$ cat src/rtl/cfg_chain_pkg.sv
// cfg_chain_pkg: shared definitions for the configuration-chain loader.
//   - cfg_state_e           : loader state encoding (IDLE, SHIFT, VERIFY, DONE)
//   - CFG_CHAIN_LEN_DEFAULT : default number of bits in the target chain
package cfg_chain_pkg;

  localparam int CFG_CHAIN_LEN_DEFAULT = 69;

  typedef enum logic [1:0] {
    IDLE   = 2'd0,
    SHIFT  = 2'd1,
    VERIFY = 2'd2,
    DONE   = 2'd3
  } cfg_state_e;

endpackage

$ cat src/rtl/cfg_piso.sv
// cfg_piso: parallel-load, LSB-first shadow register for the chain image.
// Ports:
//   clk       in  : clock
//   rst_n     in  : asynchronous active-low reset
//   load      in  : capture load_data (highest priority)
//   load_data in  : WIDTH-bit image
//   shift     in  : shift right by one, zero fill (image consumed)
//   rotate    in  : rotate right by one (image preserved after WIDTH steps)
//   head      out : bit currently at position 0
//   next_bit  out : bit that will be at position 0 after the next shift/rotate
module cfg_piso #(
  parameter int WIDTH = 8
) (
  input  logic             clk,
  input  logic             rst_n,
  input  logic             load,
  input  logic [WIDTH-1:0] load_data,
  input  logic             shift,
  input  logic             rotate,
  output logic             head,
  output logic             next_bit
);

  logic [WIDTH-1:0] data_r;
  logic [WIDTH-1:0] data_nxt_s;

  // Next shadow contents: load wins over rotate, rotate over shift.
  always_comb begin
    if (load) begin
      data_nxt_s = load_data;
    end else if (rotate) begin
      data_nxt_s = {data_r[0], data_r[WIDTH-1:1]};
    end else if (shift) begin
      data_nxt_s = {1'b0, data_r[WIDTH-1:1]};
    end else begin
      data_nxt_s = data_r;
    end
  end

  // Shadow register storage.
  always_ff @(posedge clk or negedge rst_n) begin
    if (!rst_n) begin
      data_r <= {WIDTH{1'b0}};
    end else begin
      data_r <= data_nxt_s;
    end
  end

  assign head     = data_r[0];
  assign next_bit = data_r[1];

endmodule

$ cat src/rtl/cfg_chain_loader.sv
// cfg_chain_loader: transmit side of the serial configuration chain.
// Captures a parallel image on start and shifts it LSB-first into the chain
// with prog_en high for exactly CHAIN_LEN cycles, then pulses done.
// Optional macro CFG_READBACK_VERIFY_EN adds a VERIFY pass that re-shifts the
// image while comparing prog_out against it; mismatches set verify_err.
// Ports:
//   prog_clk   in  : configuration clock
//   rst_n      in  : asynchronous active-low reset
//   start      in  : load request, sampled only in IDLE
//   bitstream  in  : image, bit 0 shifted first
//   abort      in  : cancel an active pass
//   busy       out : load/verify in progress
//   done       out : one-cycle completion pulse
//   prog_in    out : serial data to chain head
//   prog_en    out : chain shift enable
//   prog_out   in  : serial data from chain tail (verify only)
//   verify_err out : sticky readback mismatch flag
module cfg_chain_loader
  import cfg_chain_pkg::*;
#(
  parameter int CHAIN_LEN = CFG_CHAIN_LEN_DEFAULT,
  parameter int CNT_W     = $clog2(CHAIN_LEN + 1)
) (
  input  logic                 prog_clk,
  input  logic                 rst_n,
  input  logic                 start,
  input  logic [CHAIN_LEN-1:0] bitstream,
  input  logic                 abort,
  output logic                 busy,
  output logic                 done,
  output logic                 prog_in,
  output logic                 prog_en,
  input  logic                 prog_out,
  output logic                 verify_err
);

  localparam logic [CNT_W-1:0] CNT_LAST = CNT_W'(CHAIN_LEN - 1);

  cfg_state_e       state_r;
  cfg_state_e       state_nxt_s;
  logic [CNT_W-1:0] cnt_r;
  logic [CNT_W-1:0] cnt_nxt_s;

  logic accept_s;
  logic active_s;
  logic last_bit_s;
  logic piso_shift_s;
  logic piso_rotate_s;
  logic piso_head_s;
  logic piso_next_s;

  logic busy_nxt_s;
  logic done_nxt_s;
  logic prog_in_nxt_s;
  logic prog_en_nxt_s;
  logic verify_err_nxt_s;
  logic busy_r;
  logic done_r;
  logic prog_in_r;
  logic prog_en_r;
  logic verify_err_r;

  assign accept_s   = (state_r == IDLE) && start;
  assign active_s   = (state_r == SHIFT) || (state_r == VERIFY);
  assign last_bit_s = (cnt_r == CNT_LAST);

`ifdef CFG_READBACK_VERIFY_EN
  // Rotating keeps the image intact so the verify pass can replay it.
  assign piso_rotate_s = active_s;
  assign piso_shift_s  = 1'b0;
`else
  assign piso_rotate_s = 1'b0;
  assign piso_shift_s  = active_s;
`endif

  cfg_piso #(
    .WIDTH(CHAIN_LEN)
  ) u_piso (
    .clk      (prog_clk),
    .rst_n    (rst_n),
    .load     (accept_s),
    .load_data(bitstream),
    .shift    (piso_shift_s),
    .rotate   (piso_rotate_s),
    .head     (piso_head_s),
    .next_bit (piso_next_s)
  );

  // State and bit-counter registers.
  always_ff @(posedge prog_clk or negedge rst_n) begin
    if (!rst_n) begin
      state_r <= IDLE;
      cnt_r   <= {CNT_W{1'b0}};
    end else begin
      state_r <= state_nxt_s;
      cnt_r   <= cnt_nxt_s;
    end
  end

  // Next-state logic; abort forces a single DONE cycle from any active pass.
  always_comb begin
    state_nxt_s = state_r;
    case (state_r)
      IDLE: begin
        if (start) begin
          state_nxt_s = SHIFT;
        end else begin
          state_nxt_s = IDLE;
        end
      end
      SHIFT: begin
        if (abort) begin
          state_nxt_s = DONE;
        end else if (last_bit_s) begin
`ifdef CFG_READBACK_VERIFY_EN
          state_nxt_s = VERIFY;
`else
          state_nxt_s = DONE;
`endif
        end else begin
          state_nxt_s = SHIFT;
        end
      end
`ifdef CFG_READBACK_VERIFY_EN
      VERIFY: begin
        if (abort || last_bit_s) begin
          state_nxt_s = DONE;
        end else begin
          state_nxt_s = VERIFY;
        end
      end
`endif
      DONE:    state_nxt_s = IDLE;
      default: state_nxt_s = IDLE;
    endcase
  end

  // Bit counter: advances while shifting, wraps to 0 on every pass exit.
  always_comb begin
    if (active_s && !abort && !last_bit_s) begin
      cnt_nxt_s = cnt_r + CNT_W'(1);
    end else begin
      cnt_nxt_s = {CNT_W{1'b0}};
    end
  end

  // Output decode from the upcoming state so outputs can be registered.
  always_comb begin
    busy_nxt_s    = 1'b0;
    done_nxt_s    = 1'b0;
    prog_en_nxt_s = 1'b0;
    prog_in_nxt_s = 1'b0;
    case (state_nxt_s)
      SHIFT, VERIFY: begin
        busy_nxt_s    = 1'b1;
        prog_en_nxt_s = 1'b1;
        // On the accepting edge the shadow is not loaded yet; take bit 0 direct.
        if (accept_s) begin
          prog_in_nxt_s = bitstream[0];
        end else begin
          prog_in_nxt_s = piso_next_s;
        end
      end
      DONE: begin
        done_nxt_s = 1'b1;
      end
      IDLE: begin
        done_nxt_s = 1'b0;
      end
      default: begin
        done_nxt_s = 1'b0;
      end
    endcase
  end

`ifdef CFG_READBACK_VERIFY_EN
  // Sticky readback compare: the shadow head is the bit now leaving the tail.
  always_comb begin
    if (accept_s) begin
      verify_err_nxt_s = 1'b0;
    end else if ((state_r == VERIFY) && !abort && (prog_out != piso_head_s)) begin
      verify_err_nxt_s = 1'b1;
    end else begin
      verify_err_nxt_s = verify_err_r;
    end
  end
`else
  logic unused_s;
  assign unused_s = ^{prog_out, piso_head_s};

  // Readback disabled: the error flag never sets.
  always_comb begin
    verify_err_nxt_s = 1'b0;
  end
`endif

  // Output registers.
  always_ff @(posedge prog_clk or negedge rst_n) begin
    if (!rst_n) begin
      busy_r       <= 1'b0;
      done_r       <= 1'b0;
      prog_in_r    <= 1'b0;
      prog_en_r    <= 1'b0;
      verify_err_r <= 1'b0;
    end else begin
      busy_r       <= busy_nxt_s;
      done_r       <= done_nxt_s;
      prog_in_r    <= prog_in_nxt_s;
      prog_en_r    <= prog_en_nxt_s;
      verify_err_r <= verify_err_nxt_s;
    end
  end

  assign busy       = busy_r;
  assign done       = done_r;
  assign prog_in    = prog_in_r;
  assign prog_en    = prog_en_r;
  assign verify_err = verify_err_r;

endmodule

$ cat config.mk
export PLATFORM = sky130hd
export DESIGN_NAME = cfg_chain_loader
export DESIGN_NICKNAME = d
export VERILOG_FILES = /design/src/rtl/cfg_chain_pkg.sv /design/src/rtl/cfg_piso.sv /design/src/rtl/cfg_chain_loader.sv
export SDC_FILE = /design/constraint.sdc
export NUM_CORES = 1
export LEC_CHECK = 0
export ABC_AREA = 1
export CAP_MARGIN = 15
export CORE_MARGIN = 1
export CORE_UTILIZATION = 53
export CTS_BUF_LIST = sky130_fd_sc_hd__clkbuf_4
export DETAILED_ROUTE_END_ITERATION = 8
export PLACE_DENSITY = 0.85
export SYNTH_ARGS = -nofsm -noshare
export SYNTH_HDL_FRONTEND = slang
export SYNTH_SLANG_ARGS = --single-unit
$ cat constraint.sdc
create_clock -name prog_clk -period 2 [get_ports prog_clk]
set_input_delay 0.3 -clock prog_clk [delete_from_list [all_inputs] [get_ports prog_clk]]
set_output_delay 0.3 -clock prog_clk [all_outputs]
set_load 0.03 [all_outputs]
# --- Word level (Yosys, flattened, before mapping) ---
# Index checks and enable logic that the tools add are counted.
classes:
  n_addsub: 1
  n_eq_ne: 6
  mux: 11
  reduce_logical: 9
ops:
  columns: ["cell", "count"]
  rows:
  - ["$mux W69", 2]
  - ["$add A7 B1 Y7 const B", 1]
  - ["$eq A7 B7 Y1 const B", 1]
  - ["$mux W7", 1]
  - ["$eq A2 B2 Y1 const B", 3]
  - ["$mux W1", 5]
  - ["$eq A2 B1 Y1 const B", 2]
  - ["$mux W2", 2]
  - ["$pmux W2 S2", 1]
  - ["$logic_and A1 B1 Y1", 3]
  - ["$logic_not A1 Y1", 2]
  - ["$logic_not A2 Y1", 1]
  - ["$reduce_bool A2 Y1", 1]
  - ["$reduce_or A2 Y1", 1]
  - ["$logic_or A1 B1 Y1", 1]
word_totals:
  register_bits: 81
  input_bits: 74
  out_inout_bits: 5

# --- Depth between registers and ports, before layout ---
depth:
  depth_word: 7
  depth_mapped: 9

# --- Modules after synthesis ---
# A second synthesis with hierarchy kept.
hier_totals:
  hier_cells: 597
  area_unflattened_um2: 4151.5
modules_own_cells:
  columns: ["mod", "instances", "cells_per_inst", "area_per_inst_um2", "seq_area_each_um2"]
  rows:
  - ["cfg_piso", 1, 524, 3575.9, 1726.7]
  - ["cfg_chain_loader", 1, 73, 575.6, 275.3]

# --- Worst setup path after synthesis ---
# Ideal clock, no wire load.
synth_timing:
  path_type: "flip-flop to flip-flop"
  from: "register state_r[0]"
  to: "register prog_in_r, in the netlist prog_in"
  t_arrival_ps: 1428
  required_time_ps: 1877
  setup_slack_ps: 448
  path_stages_with_launch: 10
  synth_period_minus_slack_ps: 1552
  path_cell_list: "dfrtp_1 inv_1 ha_1 nand2_1 buf_4 buf_2 nand2_1 ha_1 o21ai_0 a21oi_1"
synth_between:
  elab_chain_cells: 5
  word_cells_on_any_way: 9
  classes_between: "eq/ne: 3; mux: 3; reduce/logical: 3"
synth_lines:
  columns: ["item", "line", "text"]
  rows:
  - ["from (decl)", "cfg_chain_loader.sv:39", "cfg_state_e state_r;"]
  - ["from (signal assigned)", "cfg_chain_loader.sv:95", "state_r <= state_nxt_s;"]
  - ["$eq A2 B1 Y1 / $logic_not A2 Y1 (equally long branches)", "cfg_chain_loader.sv:103", "case (state_r)"]
  - ["$pmux W2 S2 *", "cfg_chain_loader.sv:103", null]
  - ["named net state_nxt_s[0]", "cfg_chain_loader.sv:40", "cfg_state_e state_nxt_s;"]
  - ["$eq A2 B1 Y1 / $eq A2 B2 Y1 (equally long branches)", "cfg_chain_loader.sv:153", "case (state_nxt_s)"]
  - ["$reduce_or A2 Y1 *", "cfg_chain_loader.sv:153", null]
  - ["$mux W1 *", "cfg_chain_loader.sv:153", null]
  - ["named net prog_in_nxt_s", "cfg_chain_loader.sv:54", "logic prog_in_nxt_s;"]
  - ["to (signal assigned)", "cfg_chain_loader.sv:208", "prog_in_r <= prog_in_nxt_s;"]
  - ["to (decl)", "cfg_chain_loader.sv:59", "logic prog_in_r;"]
# The timed path passes the listed nets; every way through them passes the cells marked *.
# A chain may end at the register's enable or synchronous reset.

==> flow_summary.json <==
{
  "power_mw": 7.293,
  "dr_wl_met2_um": 3942,
  "port-buffer-count": 76,
  "overflow": 0,
  "p_clk_share_pct": 11.8,
  "io_pins": 79,
  "finalClockSkew_ns": 0.02537,
  "seq_area_mm2": 0.002002,
  "path_cells": "clkdlybuf4s50_1",
  "start_util_pct": 55.12,
  "synthCells": 441,
  "setup.worst_path.end_class": "primary output",
  "num_antenna_cells": 0,
  "grt_pass1_vias": 3028,
  "drive_gt1_share_pct": 8.772,
  "multi_input_area_mm2": 0.001470,
  "clk_latency_ns": 0.43,
  "rsz0062_at_grt": "no",
  "die_x_um": 86.06,
  "grt_pass1_wl_um": 13280,
  "hold_viol": 0,
  "critPathMaxStageDelay_ns": 0.67,
  "numCtsBuffers": 9,
  "cp_max_fo": 2,
  "firstDrtPassIters": 4,
  "seqPwrFrac_pct": 39.3,
  "die-area_mm2": 0.007405,
  "drc_errors": 0,
  "yosysUniqueCellTypes": 21,
  "wl_met3_um": 367,
  "ys_seq_area_share_pct": 53.46,
  "postSynthAreaPerCell_um2": 8.492,
  "maxSlewViolCount": 0,
  "required_ns": 1.70,
  "grt_max_degree": 68,
  "finalCriticalPeriod_ns": 1.771,
  "intPower_mw": 4.178,
  "nFillCells": 540,
  "combPwrFrac_pct": 48.9,
  "r2r_slack_ns": 0.40,
  "antenna_found_initial": 0,
  "ys_ff_latch": 80,
  "hpwl_um": 5492,
  "power_density_mw_per_mm2": 1554,
  "worst-endpoint-arrival_ns": 1.47,
  "drt_iter0_drc": 156,
  "avgRoutedWirePerCell_um": 13.30,
  "vias": 3214,
  "drv_cap": 0,
  "cts_buffer_depth": 2,
  "cts_sinks": 80,
  "area_growth_pct": 25.29,
  "ir_worst_vdd_mv": 0.9820,
  "start_kind": "flop",
  "cts_tree": "yes",
  "period_share_pct": 88.56,
  "min_path_type": "in -> async",
  "place_congestion": 0.8443,
  "fmax_mhz": 564.6,
  "layout.nets": 587,
  "drt-total-wl_um": 8097,
  "p_sw_mw": 3.115,
  "die_h_um": 86.06,
  "syn_area_mm2": 0.003745,
  "ys_warn_count": 0,
  "switching_share_pct": 42.71,
  "setup_violations": 0,
  "slowest_stage": "clkdlybuf4s50_1",
  "coreArea_mm2": 0.006794,
  "detail_route.vias_per_cell": 5.278,
  "cts_setup_buffers": 0,
  "post_cts_resized": 0,
  "path_class": "reg -> out",
  "grtUsageTotal_pct": 23.02,
  "cts_root_buffer": "clkbuf_4",
  "power_leakage_nw": 2.042,
  "status": "finished clean",
  "htree_levels": 3,
  "highest_layer": "met4",
  "worst_path_dominant_cell_family": "buffers and inverters",
  "cp.buffers_inverters": 1,
  "rows": 30,
  "ant_nets": 0,
  "fin_setup_tns_ns": 0,
  "syn_nets": 520,
  "clk_pin_slew_ns": 0.14,
  "wl_met1_um": 3608
}
## registers in the layout (all words and copies together) (netlist names)
register	cells
u_piso.data_r	68
cnt_r	7
state_r	2
done	1
prog_en	1
prog_in	1
## kinds of logic after synthesis
family                   synth area share, %
AO/OA/AOI/OAI                          19.41
XOR/XNOR                              0.4678
other                                 0.1001
flip-flops                             53.46
adder cells (fa/ha/maj)                1.671
buffers and inverters                  7.417
AND/OR/NAND/NOR                        17.47
## worst paths after layout
| path | cells after the start | startpoint | to |
|---|---|---|---|
| max | 1 | prog_en$_DFF_PN0_ | busy |
| min | 2 | rst_n | u_piso.data_r[47]$_DFFE_PN0P_ |
| max reg2reg | 9 | cnt_r[0]$_DFF_PN0_ | prog_in$_DFF_PN0_ |
| min reg2reg | 1 | cnt_r[0]$_DFF_PN0_ | cnt_r[0]$_DFF_PN0_ |
| max in group asynchronous | 3 | rst_n | u_piso.data_r[16]$_DFFE_PN0P_ |
| min in group prog_clk | 3 | bitstream[23] | u_piso.data_r[23]$_DFFE_PN0P_ |
## metrics by stage
| step | cells | area (um2) | util (%) | worst slack [ns] | hold WS, ns |
|---|---|---|---|---|---|
| 2_1_floorplan | 441 | 3745 | - | 0.4484 | 0.004409 |
| 3_3_place_gp | 592 | 4558 | 67.09 | 0.4554 | 0.2897 |
| 3_5_place_dp | 592 | 4558 | 67.09 | 0.4018 | 0.2874 |
| 4_1_cts | 609 | 4692 | 69.06 | 0.2014 | 0.3670 |
| 5_1_grt | 609 | 4692 | 69.06 | 0.1866 | 0.3940 |
| 6_report | 609 | 4692 | 69.06 | 0.2289 | 0.3565 |
## layout make-up
| cell class | instances | share of cell area [%] |
|---|---|---|
| clock buffers | 9 | 1.440 |
| inverters | 16 | 1.333 |
| multi-input cells | 313 | 31.33 |
| clock inverters | 7 | 1.200 |
| repair buffers | 88 | 19.47 |
| flip-flops and latches | 80 | 42.67 |
| well taps | 96 | 2.560 |
## power by group through the flow
| stage | logic, mW | clock network (mW) | registers (mW) |
|---|---|---|---|
| 4_1_cts | 3.60 | 0.881 | 2.86 |
| 2_1_floorplan | 2.80 | 0 | 2.84 |
| 5_1_grt | 4.00 | 0.951 | 2.95 |
| 3_5_place_dp | 3.59 | 0 | 2.89 |
| 6_report | 3.57 | 0.857 | 2.87 |
| 3_3_place_gp | 3.43 | 0 | 2.84 |
## cell usage after synthesis
| cell type | count | share of area, % |
|---|---|---|
| o21ai_0 | 1 | 0.13 |
| inv_2 | 1 | 0.10 |
| xnor2_1 | 1 | 0.23 |
| xor2_1 | 1 | 0.23 |
| a21oi_2 | 11 | 2.6 |
| nand2_2 | 1 | 0.17 |
| inv_1 | 14 | 1.4 |
| conb_1 | 1 | 0.10 |
| nand2_1 | 80 | 8.0 |
| a21oi_1 | 122 | 16 |
| buf_4 | 8 | 1.6 |
| nor2_2 | 1 | 0.17 |
| o21bai_1 | 2 | 0.40 |
| nand3_1 | 12 | 1.6 |
| dfrtp_1 | 80 | 53 |
| buf_8 | 1 | 0.40 |
| inv_4 | 1 | 0.17 |
| nor2_1 | 75 | 7.5 |
| ha_1 | 5 | 1.7 |
| buf_6 | 4 | 1.2 |
| buf_2 | 19 | 2.5 |
## metal layers
metal / vias to the layer above / track usage, %
met5: - / 0
met4: 0 / 11.52
met3: 15 / 3.561
met2: 95 / 37.95
met1: 1518 / 29.68
li1: 1586 / -
## repair_timing
action / CTS / global route
setup endpoints to repair: 0 / 0
hold endpoints to repair: 34 / 0
hold buffers: 1 / 0
## placed cells by master (no fill, tap or decap)
master           Yosys  layout
xnor2_1              1       1
clkdlybuf4s50_1      0      75
a21oi_2             11      11
inv_4                1       1
clkinvlp_4           0       4
a21oi_1            122     122
ha_1                 5       4
clkbuf_4             0       9
nand2_1             80      79
inv_6                0       2
clkinv_4             0       1
buf_12               0       5
nor2_2               1       1
o21ai_0              1       1
nand2_2              1       2
xor2_1               1       1
buf_4                8       7
dlygate4sd3_1        0       1
inv_2                1       1
ha_2                 0       1
inv_1               14      14
nand3_1             12      12
dfrtp_1             80      80
o21bai_1             2       2
nor2_1              75      75
conb_1               1       1
(Power assumes the default switching activity.)
